File: config.mk
export PLATFORM = sky130hd
export DESIGN_NAME = timeout_counter_bank_flat
export DESIGN_NICKNAME = d
export VERILOG_FILES = /design/src/rtl/timeout_counter_bank_if.sv /design/src/rtl/timeout_counter_bank.sv /design/src/flat_wrapper.sv
export SDC_FILE = /design/constraint.sdc
export NUM_CORES = 1
export LEC_CHECK = 0
export ABC_AREA = 1
export CAP_MARGIN = 30
export CORE_MARGIN = 2
export CORE_UTILIZATION = 55
export CTS_CLUSTER_SIZE = 40
export DETAILED_ROUTE_END_ITERATION = 6
export DONT_BUFFER_PORTS = 1
export GPL_ROUTABILITY_DRIVEN = 0
export PLACE_DENSITY = 0.73
export SETUP_SLACK_MARGIN = 0.2
export SLEW_MARGIN = 30
export SYNTH_ARGS = -nofsm -noshare
export SYNTH_HDL_FRONTEND = slang
export SYNTH_SLANG_ARGS = --single-unit
File: constraint.sdc
create_clock -name clk_50M -period 2.2 [get_ports clk_50M]
set_input_delay 0.44 -clock clk_50M [delete_from_list [all_inputs] [get_ports clk_50M]]
set_output_delay 0.44 -clock clk_50M [all_outputs]
set_load 0.01 [all_outputs]
File: src/rtl/timeout_counter_bank_if.sv
// Control and status bundle for timeout_counter_bank.
// The master is the game controller and the slave is the counter bank.
//
// Signalling contract: there is no valid/ready pair on this bus. Every
// i_Start/i_Clear bit is a level that the slave samples on each rising clk_50M
// edge, and the slave never stalls. Holding i_Start high restarts the channel
// on every cycle. The i_Mode and i_Limit lanes only matter in a cycle where the
// matching i_Start bit is high. All o_* lanes are valid on every cycle.
// dbg_state exposes each channel's FSM state (2 bits per channel) so that
// checkers can bind to it.
interface timeout_counter_bank_if #(
  parameter int WIDTH    = 12,
  parameter int CHANNELS = 2
);
  logic [CHANNELS-1:0]       i_Start;
  logic [CHANNELS-1:0]       i_Clear;
  logic [2*CHANNELS-1:0]     i_Mode;
  logic [CHANNELS*WIDTH-1:0] i_Limit;
  logic [CHANNELS*WIDTH-1:0] o_Count;
  logic [CHANNELS-1:0]       o_Busy;
  logic [CHANNELS-1:0]       o_Done;
  logic [CHANNELS-1:0]       o_Pulse;
  logic                      o_Tick;
  logic [2*CHANNELS-1:0]     dbg_state;

  modport master (
    output i_Start, i_Clear, i_Mode, i_Limit,
    input  o_Count, o_Busy, o_Done, o_Pulse, o_Tick, dbg_state
  );

  modport slave (
    input  i_Start, i_Clear, i_Mode, i_Limit,
    output o_Count, o_Busy, o_Done, o_Pulse, o_Tick, dbg_state
  );
endinterface

File: src/rtl/timeout_counter_bank.sv
// Multi-channel timer/counter bank for the BlackJack controller.
// A shared prescaler produces a tick every PRESCALE clocks. Each channel is an
// IDLE/RUN/DONE machine that runs as a one-shot timeout, a periodic reload
// timer, or a free-running full-rate counter (used as the card seed).
// Priority inside each channel: reset > clear > start > count/tick.
module timeout_counter_bank #(
  parameter int WIDTH    = 12,
  parameter int CHANNELS = 2,
  parameter int PRESCALE = 25000
) (
  input  logic                         clk_50M,
  input  logic                         i_Reset,
  timeout_counter_bank_if.slave        bus
);

  localparam int PW = (PRESCALE > 1) ? $clog2(PRESCALE) : 1;
  localparam logic [PW-1:0] PRESC_LAST = PW'(PRESCALE - 1);
  localparam logic [WIDTH-1:0] COUNT_MAX = {WIDTH{1'b1}};

  typedef enum logic [1:0] {
    ST_IDLE = 2'd0,
    ST_RUN  = 2'd1,
    ST_DONE = 2'd2
  } state_t;

  typedef enum logic [1:0] {
    MD_ONESHOT  = 2'd0,
    MD_PERIODIC = 2'd1,
    MD_FREERUN  = 2'd2
  } mode_t;

  // The unused encoding 11 falls back to one-shot. Because of this, a latched
  // mode register never holds 11.
  function automatic mode_t decode_mode(input logic [1:0] m);
    mode_t r;
    case (m)
      2'b01:   r = MD_PERIODIC;
      2'b10:   r = MD_FREERUN;
      default: r = MD_ONESHOT;
    endcase
    return r;
  endfunction

  // ---------------------------------------------------------------------------
  // Prescaler
  // ---------------------------------------------------------------------------
  logic [PW-1:0] presc_q;
  logic          tick;

  // The tick is decoded from the registered prescaler, so it lines up exactly
  // with the cycle in which the prescaler shows PRESCALE-1.
  assign tick = (presc_q == PRESC_LAST);

  // Free-running prescaler. Only i_Reset affects it.
  always_ff @(posedge clk_50M) begin
    if (!i_Reset) begin
      presc_q <= '0;
    end else if (tick) begin
      presc_q <= '0;
    end else begin
      presc_q <= presc_q + PW'(1);
    end
  end

  // ---------------------------------------------------------------------------
  // Per-channel state
  // ---------------------------------------------------------------------------
  state_t           state_q [CHANNELS];
  state_t           state_d [CHANNELS];
  mode_t            mode_q  [CHANNELS];
  mode_t            mode_d  [CHANNELS];
  logic [WIDTH-1:0] limit_q [CHANNELS];
  logic [WIDTH-1:0] limit_d [CHANNELS];
  logic [WIDTH-1:0] count_q [CHANNELS];
  logic [WIDTH-1:0] count_d [CHANNELS];
  logic             done_q  [CHANNELS];
  logic             done_d  [CHANNELS];
  logic             pulse_q [CHANNELS];
  logic             pulse_d [CHANNELS];

  // Channel registers. Reset returns every channel to IDLE with a zero count.
  always_ff @(posedge clk_50M) begin
    for (int c = 0; c < CHANNELS; c++) begin
      if (!i_Reset) begin
        state_q[c] <= ST_IDLE;
        mode_q[c]  <= MD_ONESHOT;
        limit_q[c] <= '0;
        count_q[c] <= '0;
        done_q[c]  <= 1'b0;
        pulse_q[c] <= 1'b0;
      end else begin
        state_q[c] <= state_d[c];
        mode_q[c]  <= mode_d[c];
        limit_q[c] <= limit_d[c];
        count_q[c] <= count_d[c];
        done_q[c]  <= done_d[c];
        pulse_q[c] <= pulse_d[c];
      end
    end
  end

  // Next-state logic per channel. Clear beats start, and start beats the tick.
  // The pulse is a strobe, so it defaults low every cycle.
  always_comb begin
    for (int c = 0; c < CHANNELS; c++) begin
      state_d[c] = state_q[c];
      mode_d[c]  = mode_q[c];
      limit_d[c] = limit_q[c];
      count_d[c] = count_q[c];
      done_d[c]  = done_q[c];
      pulse_d[c] = 1'b0;

      if (bus.i_Clear[c]) begin
        state_d[c] = ST_IDLE;
        count_d[c] = '0;
        done_d[c]  = 1'b0;
      end else if (bus.i_Start[c]) begin
        // Mode and limit are captured only here. Later changes on the inputs
        // are invisible until the next start.
        state_d[c] = ST_RUN;
        mode_d[c]  = decode_mode(bus.i_Mode[2*c +: 2]);
        limit_d[c] = bus.i_Limit[c*WIDTH +: WIDTH];
        count_d[c] = '0;
        done_d[c]  = 1'b0;
      end else if (state_q[c] == ST_RUN) begin
        case (mode_q[c])
          MD_FREERUN: begin
            // Full clock rate. The count wraps naturally; flag the wrap.
            count_d[c] = count_q[c] + WIDTH'(1);
            pulse_d[c] = (count_q[c] == COUNT_MAX);
          end
          MD_PERIODIC: begin
            if (tick) begin
              if (count_q[c] == limit_q[c]) begin
                count_d[c] = '0;
                pulse_d[c] = 1'b1;
              end else begin
                count_d[c] = count_q[c] + WIDTH'(1);
              end
            end
          end
          default: begin
            // One-shot. The count holds at the limit once it expires.
            if (tick) begin
              if (count_q[c] == limit_q[c]) begin
                state_d[c] = ST_DONE;
                done_d[c]  = 1'b1;
                pulse_d[c] = 1'b1;
              end else begin
                count_d[c] = count_q[c] + WIDTH'(1);
              end
            end
          end
        endcase
      end
    end
  end

  // Pack the per-channel registers onto the output lanes.
  always_comb begin
    bus.o_Count   = '0;
    bus.o_Busy    = '0;
    bus.o_Done    = '0;
    bus.o_Pulse   = '0;
    bus.dbg_state = '0;
    for (int c = 0; c < CHANNELS; c++) begin
      bus.o_Count[c*WIDTH +: WIDTH] = count_q[c];
      bus.o_Busy[c]                 = (state_q[c] == ST_RUN);
      bus.o_Done[c]                 = done_q[c];
      bus.o_Pulse[c]                = pulse_q[c];
      bus.dbg_state[2*c +: 2]       = state_q[c];
    end
    bus.o_Tick = tick;
  end

endmodule

File: src/flat_wrapper.sv
// flat-port wrapper written by rule: the top's interface ports become plain ports
module timeout_counter_bank_flat 
#(
  parameter int WIDTH    = 12,
  parameter int CHANNELS = 2,
  parameter int PRESCALE = 25000
)
  (clk_50M, i_Reset, bus_i_Start, bus_i_Clear, bus_i_Mode, bus_i_Limit, bus_o_Count, bus_o_Busy, bus_o_Done, bus_o_Pulse, bus_o_Tick, bus_dbg_state);
  timeout_counter_bank_if #(.WIDTH(WIDTH), .CHANNELS(CHANNELS)) bus_i ();
  input  logic clk_50M;
  input  logic i_Reset;
  input wire logic [$bits(bus_i.i_Start)-1:0] bus_i_Start;
  input wire logic [$bits(bus_i.i_Clear)-1:0] bus_i_Clear;
  input wire logic [$bits(bus_i.i_Mode)-1:0] bus_i_Mode;
  input wire logic [$bits(bus_i.i_Limit)-1:0] bus_i_Limit;
  output wire logic [$bits(bus_i.o_Count)-1:0] bus_o_Count;
  output wire logic [$bits(bus_i.o_Busy)-1:0] bus_o_Busy;
  output wire logic [$bits(bus_i.o_Done)-1:0] bus_o_Done;
  output wire logic [$bits(bus_i.o_Pulse)-1:0] bus_o_Pulse;
  output wire logic [$bits(bus_i.o_Tick)-1:0] bus_o_Tick;
  output wire logic [$bits(bus_i.dbg_state)-1:0] bus_dbg_state;
  assign bus_i.i_Start = bus_i_Start;
  assign bus_i.i_Clear = bus_i_Clear;
  assign bus_i.i_Mode = bus_i_Mode;
  assign bus_i.i_Limit = bus_i_Limit;
  assign bus_o_Count = bus_i.o_Count;
  assign bus_o_Busy = bus_i.o_Busy;
  assign bus_o_Done = bus_i.o_Done;
  assign bus_o_Pulse = bus_i.o_Pulse;
  assign bus_o_Tick = bus_i.o_Tick;
  assign bus_dbg_state = bus_i.dbg_state;
  timeout_counter_bank #(.WIDTH(WIDTH), .CHANNELS(CHANNELS), .PRESCALE(PRESCALE)) u_core (.clk_50M(clk_50M), .i_Reset(i_Reset), .bus(bus_i));
endmodule
### Word-level counts from Yosys, hierarchy flattened

Memory sizes are Yosys's and may differ from the RTL's.
Cells that the tools add are included.

* add/sub/neg operators: 3
* equal/unequal tests: 15
* muxes and demuxes: 76
* bitwise gates (word level): 13
* reductions and logical operators: 3

Operators by type and width (number)
* 2-to-1 mux 12 bit: 22
* one-hot mux 12 bit (2 select lines): 2
* 2-to-1 mux 2 bit: 20
* 2-to-1 mux 1 bit: 30
* adder 12 x 1 -> 12 bit, second input constant: 2
* == test 12 bit: 2
* == test 12 bit, second input constant: 2
* adder 15 x 1 -> 15 bit, second input constant: 1
* == test 15 bit, second input constant: 1
* == test 2 x 1 -> 1 bit, second input constant: 6
* OR 1 bit: 12
* == test 2 bit, second input constant: 4
* one-hot mux 2 bit (2 select lines): 2
* OR reduction 2 bit: 3
* NOT 1 bit: 1

* bits in registers: 15
* memory bits (writable): 60
* input port bits: 34
* memories kept: 6

Memories
* u_core.count_q: words 2, bits a word 12, read ports 2, clocked after Yosys merged registers in 0, write ports 2, RTL line timeout_counter_bank.sv:74 `logic [WIDTH-1:0] count_q [CHANNELS];`
* u_core.limit_q: words 2, bits a word 12, read ports 2, clocked after Yosys merged registers in 0, write ports 2, RTL line timeout_counter_bank.sv:72 `logic [WIDTH-1:0] limit_q [CHANNELS];`
* u_core.mode_q: words 2, bits a word 2, read ports 2, clocked after Yosys merged registers in 0, write ports 2, RTL line timeout_counter_bank.sv:70 `mode_t mode_q [CHANNELS];`
* u_core.state_q: words 2, bits a word 2, read ports 2, clocked after Yosys merged registers in 0, write ports 2, RTL line timeout_counter_bank.sv:68 `state_t state_q [CHANNELS];`
* u_core.done_q: words 2, bits a word 1, read ports 2, clocked after Yosys merged registers in 0, write ports 2, RTL line timeout_counter_bank.sv:76 `logic done_q [CHANNELS];`
* u_core.pulse_q: words 2, bits a word 1, read ports 2, clocked after Yosys merged registers in 0, write ports 2, RTL line timeout_counter_bank.sv:78 `logic pulse_q [CHANNELS];`

### Depth between registers and ports, before layout

* word-level depth: 8
* mapped depth: 12
* mapped depth without buffers: 11

### Least setup slack after synthesis

Ideal clock, no wire load.

* path kind: reg-to-reg
* from: memory u_core.mode_q[1][1] in the netlist's numbering
* to: memory u_core.count_q[1][1]
* setup time: 0.114 ns
* arrival: 1.533 ns
* required time: 2.086 ns
* setup slack: 0.553 ns
* cell stages (with the launch flop): 11
* buffers on the path: 2
* period minus slack after synthesis: 1.647 ns
* cell sequence: dfxtp_1 inv_1 ha_1 buf_2 clkinv_1 nand2_1 a21oi_4 nand2_2 buf_6 o21ai_1 nor2_1

RTL lines (RTL line)
* start, declared: timeout_counter_bank.sv:70
* end, declared: timeout_counter_bank.sv:74

==> summary.md <==
| Metric | Value |
|---|---|
| Status | finished clean |
| WP depth | 9 |
| Drt first-iter violations | 264 |
| Synth Instances | 677 |
| RR Startpoint | u_core.count_q[1][8] |
| Postcts setup bufs | 0 |
| CP peak stage delay | 0.55 ns |
| NumNets Final | 725 |
| Ant diodes | 0 |
| Global-route wire length before repair | 17400 microns |
| Die height | 92.9 microns |
| Post-cts resize count | 0 |
| Combinational cell fraction of total power | 10.0% |
| Reg-to-Reg End | u_core.count_q[1][3] |
| Cell Count, Final, Fillers Out | 791 |
| Slew Limit Fails | 0 |
| Remaining DRCs | 0 |
| Fill cell count | 739 |
| Dominant cells by area after synthesis | dfxtp_1 34%, nand2_1 18%, inv_1 7.7% |
| Final setup viols | 0 |
| Synth cell types | 41 |
| Layout cells sized above 1 | 9.00% |
| GRT Resource Usage Total | 25.3% |
| Yosys warns | 0 |
| GRT overflow | 0 |
| Worst path cell trace | nand2_1 -> inv_1 -> o21ai_1 -> nor2_1 -> nand3_1 -> nor2_2 -> nor2_8 -> nand2_1 -> a21oi_1 |
| Worst-Skew Late Latency | 0.35 ns |
| Number of max-cap violations | 0 |
| FF-to-FF path depth | 9 |
| Area Overhead vs Synth | 7.10% |
| Most common cell in the netlist | nand2_1 |
| Sw power | 0.728 mW |
| Post-synth EDFFs | 1 |
| Via Count | 4209 |
| Setup TNS | 0 ns |
| Seq cells post-synth | 75 |
| Leakage power | 1.98 nW |
| I/O Buffers | 0 |
| TritonCTS Buffers | 9 |
| Yosys top cell area share | 34.1% |
| DRT Pass-1 Iters | 5 |
| CTS tree | done |
| CP Max Fanout | 8 |
| Leading area contributor after synthesis | dfxtp_1 |
| Routed wire per std cell | 13.8 microns |
| Peak VDD IR | 0.271 mV |
| Sequential-to-total area share from yosys stat | 34.7% |
| Predominant post-synthesis flop cell | dfxtp_1 |
| Vias per cell | 5.32 |
| P_int | 1.93 mW |
| Worst min path class | in -> reg |
| Final Critical Period | 1.90 ns |
| Power share of the sequential group | 53.9% |
| Final Core Density | 60.6% |
| CTS Root Cell | clkbuf_8 |
| Sink Count | 75 |
| Crit path to | u_core.count_q[1][3] |
| Setup crit end kind | register |
| Detail Route Antenna Nets | 0 |
| Syn Area/Cell | 6.43 sq um |
| Initial Utilization | 56.6% |
| Worst Path Required | 2.43 ns |
| Syn Nets | 718 |
| Ports | 69 |
| Worst rel slew slack | 53.0% |
| Clock Pin Slew Worst Setup and Hold Paths | 0.08 ns |
| Final period util | 86.1% |
| Pwr Density | 570 mW/mm^2 |
| CP delay by family, top | simple AND/OR/NAND/NOR gates |
| Final Hold Fails | 0 |
| Antenna violations before repair | 0 |
| Mapped Area | 0.00435 sq mm |
| CORE AREA | 0.00769 sq mm |
| H-Tree Depth | 3 |
| Die area | 0.00864 sq mm |
| DIE WIDTH | 92.9 microns |
| Largest net degree at the start of global routing | 28 |
| Total Wirelength | 10900 microns |
| Cts hold-fix bufs | 0 |
| Critical setup path kind | reg -> reg |
| RSZ-0062 raised after global routing | no |
| Worst Max-Slew Pin Slew | 0.705 ns |
| Startpoint types | register |
| Critical Path Start | u_core.count_q[1][8] |
| Hpwl dp | 8320 microns |
| Vias in the first global route | 3688 |
| Row count | 32 |
| Register-to-register setup slack | 0.30 ns |
| Setup Skew | 0.00732 ns |
| Sw frac | 27.4% |
| Top cells by count, synth | 206 x nand2_1, 89 x inv_1, 74 x dfxtp_1, 74 x nor2_1, 49 x a21oi_1 |
| Most frequent CP cell | nand2_1 |
| Placed Cells incl. Taps | 775 |
| Ys async rst share | 0% |
| Clk buf depth | 2 |
| Power share of the clock group | 36.2% |
| Critical path's slowest cell | dfxtp_1 |
| Worst Path Arrival | 2.12 ns |
| Worst Path Buf+Inv | 1 |
| Fmax | 528 MHz |
-- layout make-up --
type                    instances  area (sq um)  share of cell area (%)
multi-input cells             484          2360                    50.6
flip-flops and latches         75          1520                    32.5
inverters                     100           382                    8.19
clock buffers                  12           145                    3.11
well taps                     102           128                    2.74
repair buffers                 14           105                    2.26
clock inverters                 4          26.3                   0.564
-- through the flow --
| stage | cell area [sq um] | setup WS (ns) | power [mW] | hold slack, ns |
|---|---|---|---|---|
| floorplan | 4350 | 0.553 | 1.66 | 0.418 |
| global placement | 4480 | 0.295 | 1.71 | 0.431 |
| detailed placement | 4480 | 0.264 | 1.72 | 0.442 |
| CTS | 4650 | 0.239 | 2.67 | 0.209 |
| global route | 4660 | 0.207 | 2.77 | 0.209 |
| finish | 4660 | 0.305 | 2.66 | 0.216 |
-- metal layers --
layer,vias to the layer above,routed length (microns),global-route usage [%]
met5,-,0,0
met3,14,993,6.43
met4,0,155,7.23
met2,138,4910,41.1
li1,2128,-,-
met1,1929,4880,33.3
-- worst register-to-register path, cell delays in order (launching register included) --
cell	delay, ns
dfxtp_1	0.55
nand2_1	0.10
inv_1	0.06
o21ai_1	0.06
nor2_1	0.18
nand3_1	0.29
nor2_2	0.29
nor2_8	0.07
nand2_1	0.08
a21oi_1	0.10
-- logic make-up after synthesis --
logic type / share of synthesized area, %
DFF: 34.7
AOI/OAI and AO/OA: 11.6
xor gates and xnor gates: 4.43
adders and majority gates: 2.01
buffers and inverters: 11.2
and+or+nand+nor: 36.0
-- how the worst min path moves through the flow --
stage | cells past startpoint | startpoint | endpoint
3_3_place_gp | 1 | u_core.presc_q[0] | u_core.presc_q[0]
6_report | 2 | i_Reset | u_core.limit_q[1][8]
4_1_cts | 2 | i_Reset | u_core.limit_q[1][8]
3_5_place_dp | 1 | u_core.presc_q[0] | u_core.presc_q[0]
5_1_grt | 2 | i_Reset | u_core.mode_q[1][1]
2_1_floorplan | 1 | u_core.presc_q[0] | u_core.presc_q[0]
-- cell usage in the layout, fill, tap and decap left out, types with 3 or more instances in the layout --
| master | count |
|---|---|
| nor2_1 | 73 |
| nor3_1 | 6 |
| inv_1 | 88 |
| inv_2 | 8 |
| clkbuf_8 | 10 |
| buf_4 | 14 |
| nand4_1 | 11 |
| dfxtp_1 | 71 |
| o21ai_0 | 34 |
| a21oi_1 | 49 |
| nor2_2 | 7 |
| xnor2_1 | 7 |
| nand2_1 | 206 |
| dfxtp_2 | 3 |
| nand3_1 | 43 |
| xor2_1 | 15 |
| ha_1 | 6 |
-- power by group through the flow --
| stage | registers [mW] | logic [mW] | clock network (mW) |
|---|---|---|---|
| after floorplan | 1.45 | 0.208 | 0 |
| after global placement | 1.46 | 0.253 | 0 |
| after detailed placement | 1.46 | 0.261 | 0 |
| after CTS | 1.43 | 0.263 | 0.975 |
| after global routing | 1.43 | 0.299 | 1.03 |
| final | 1.43 | 0.264 | 0.961 |
-- state kept, by name (all words and copies together) (netlist names) --
name / flops
u_core.done_q: 2
u_core.presc_q: 15
u_core.state_q: 4
u_core.limit_q: 24
u_core.count_q: 24
u_core.pulse_q: 2
u_core.mode_q: 4
No activity file was read; power rests on OpenSTA's default activity.
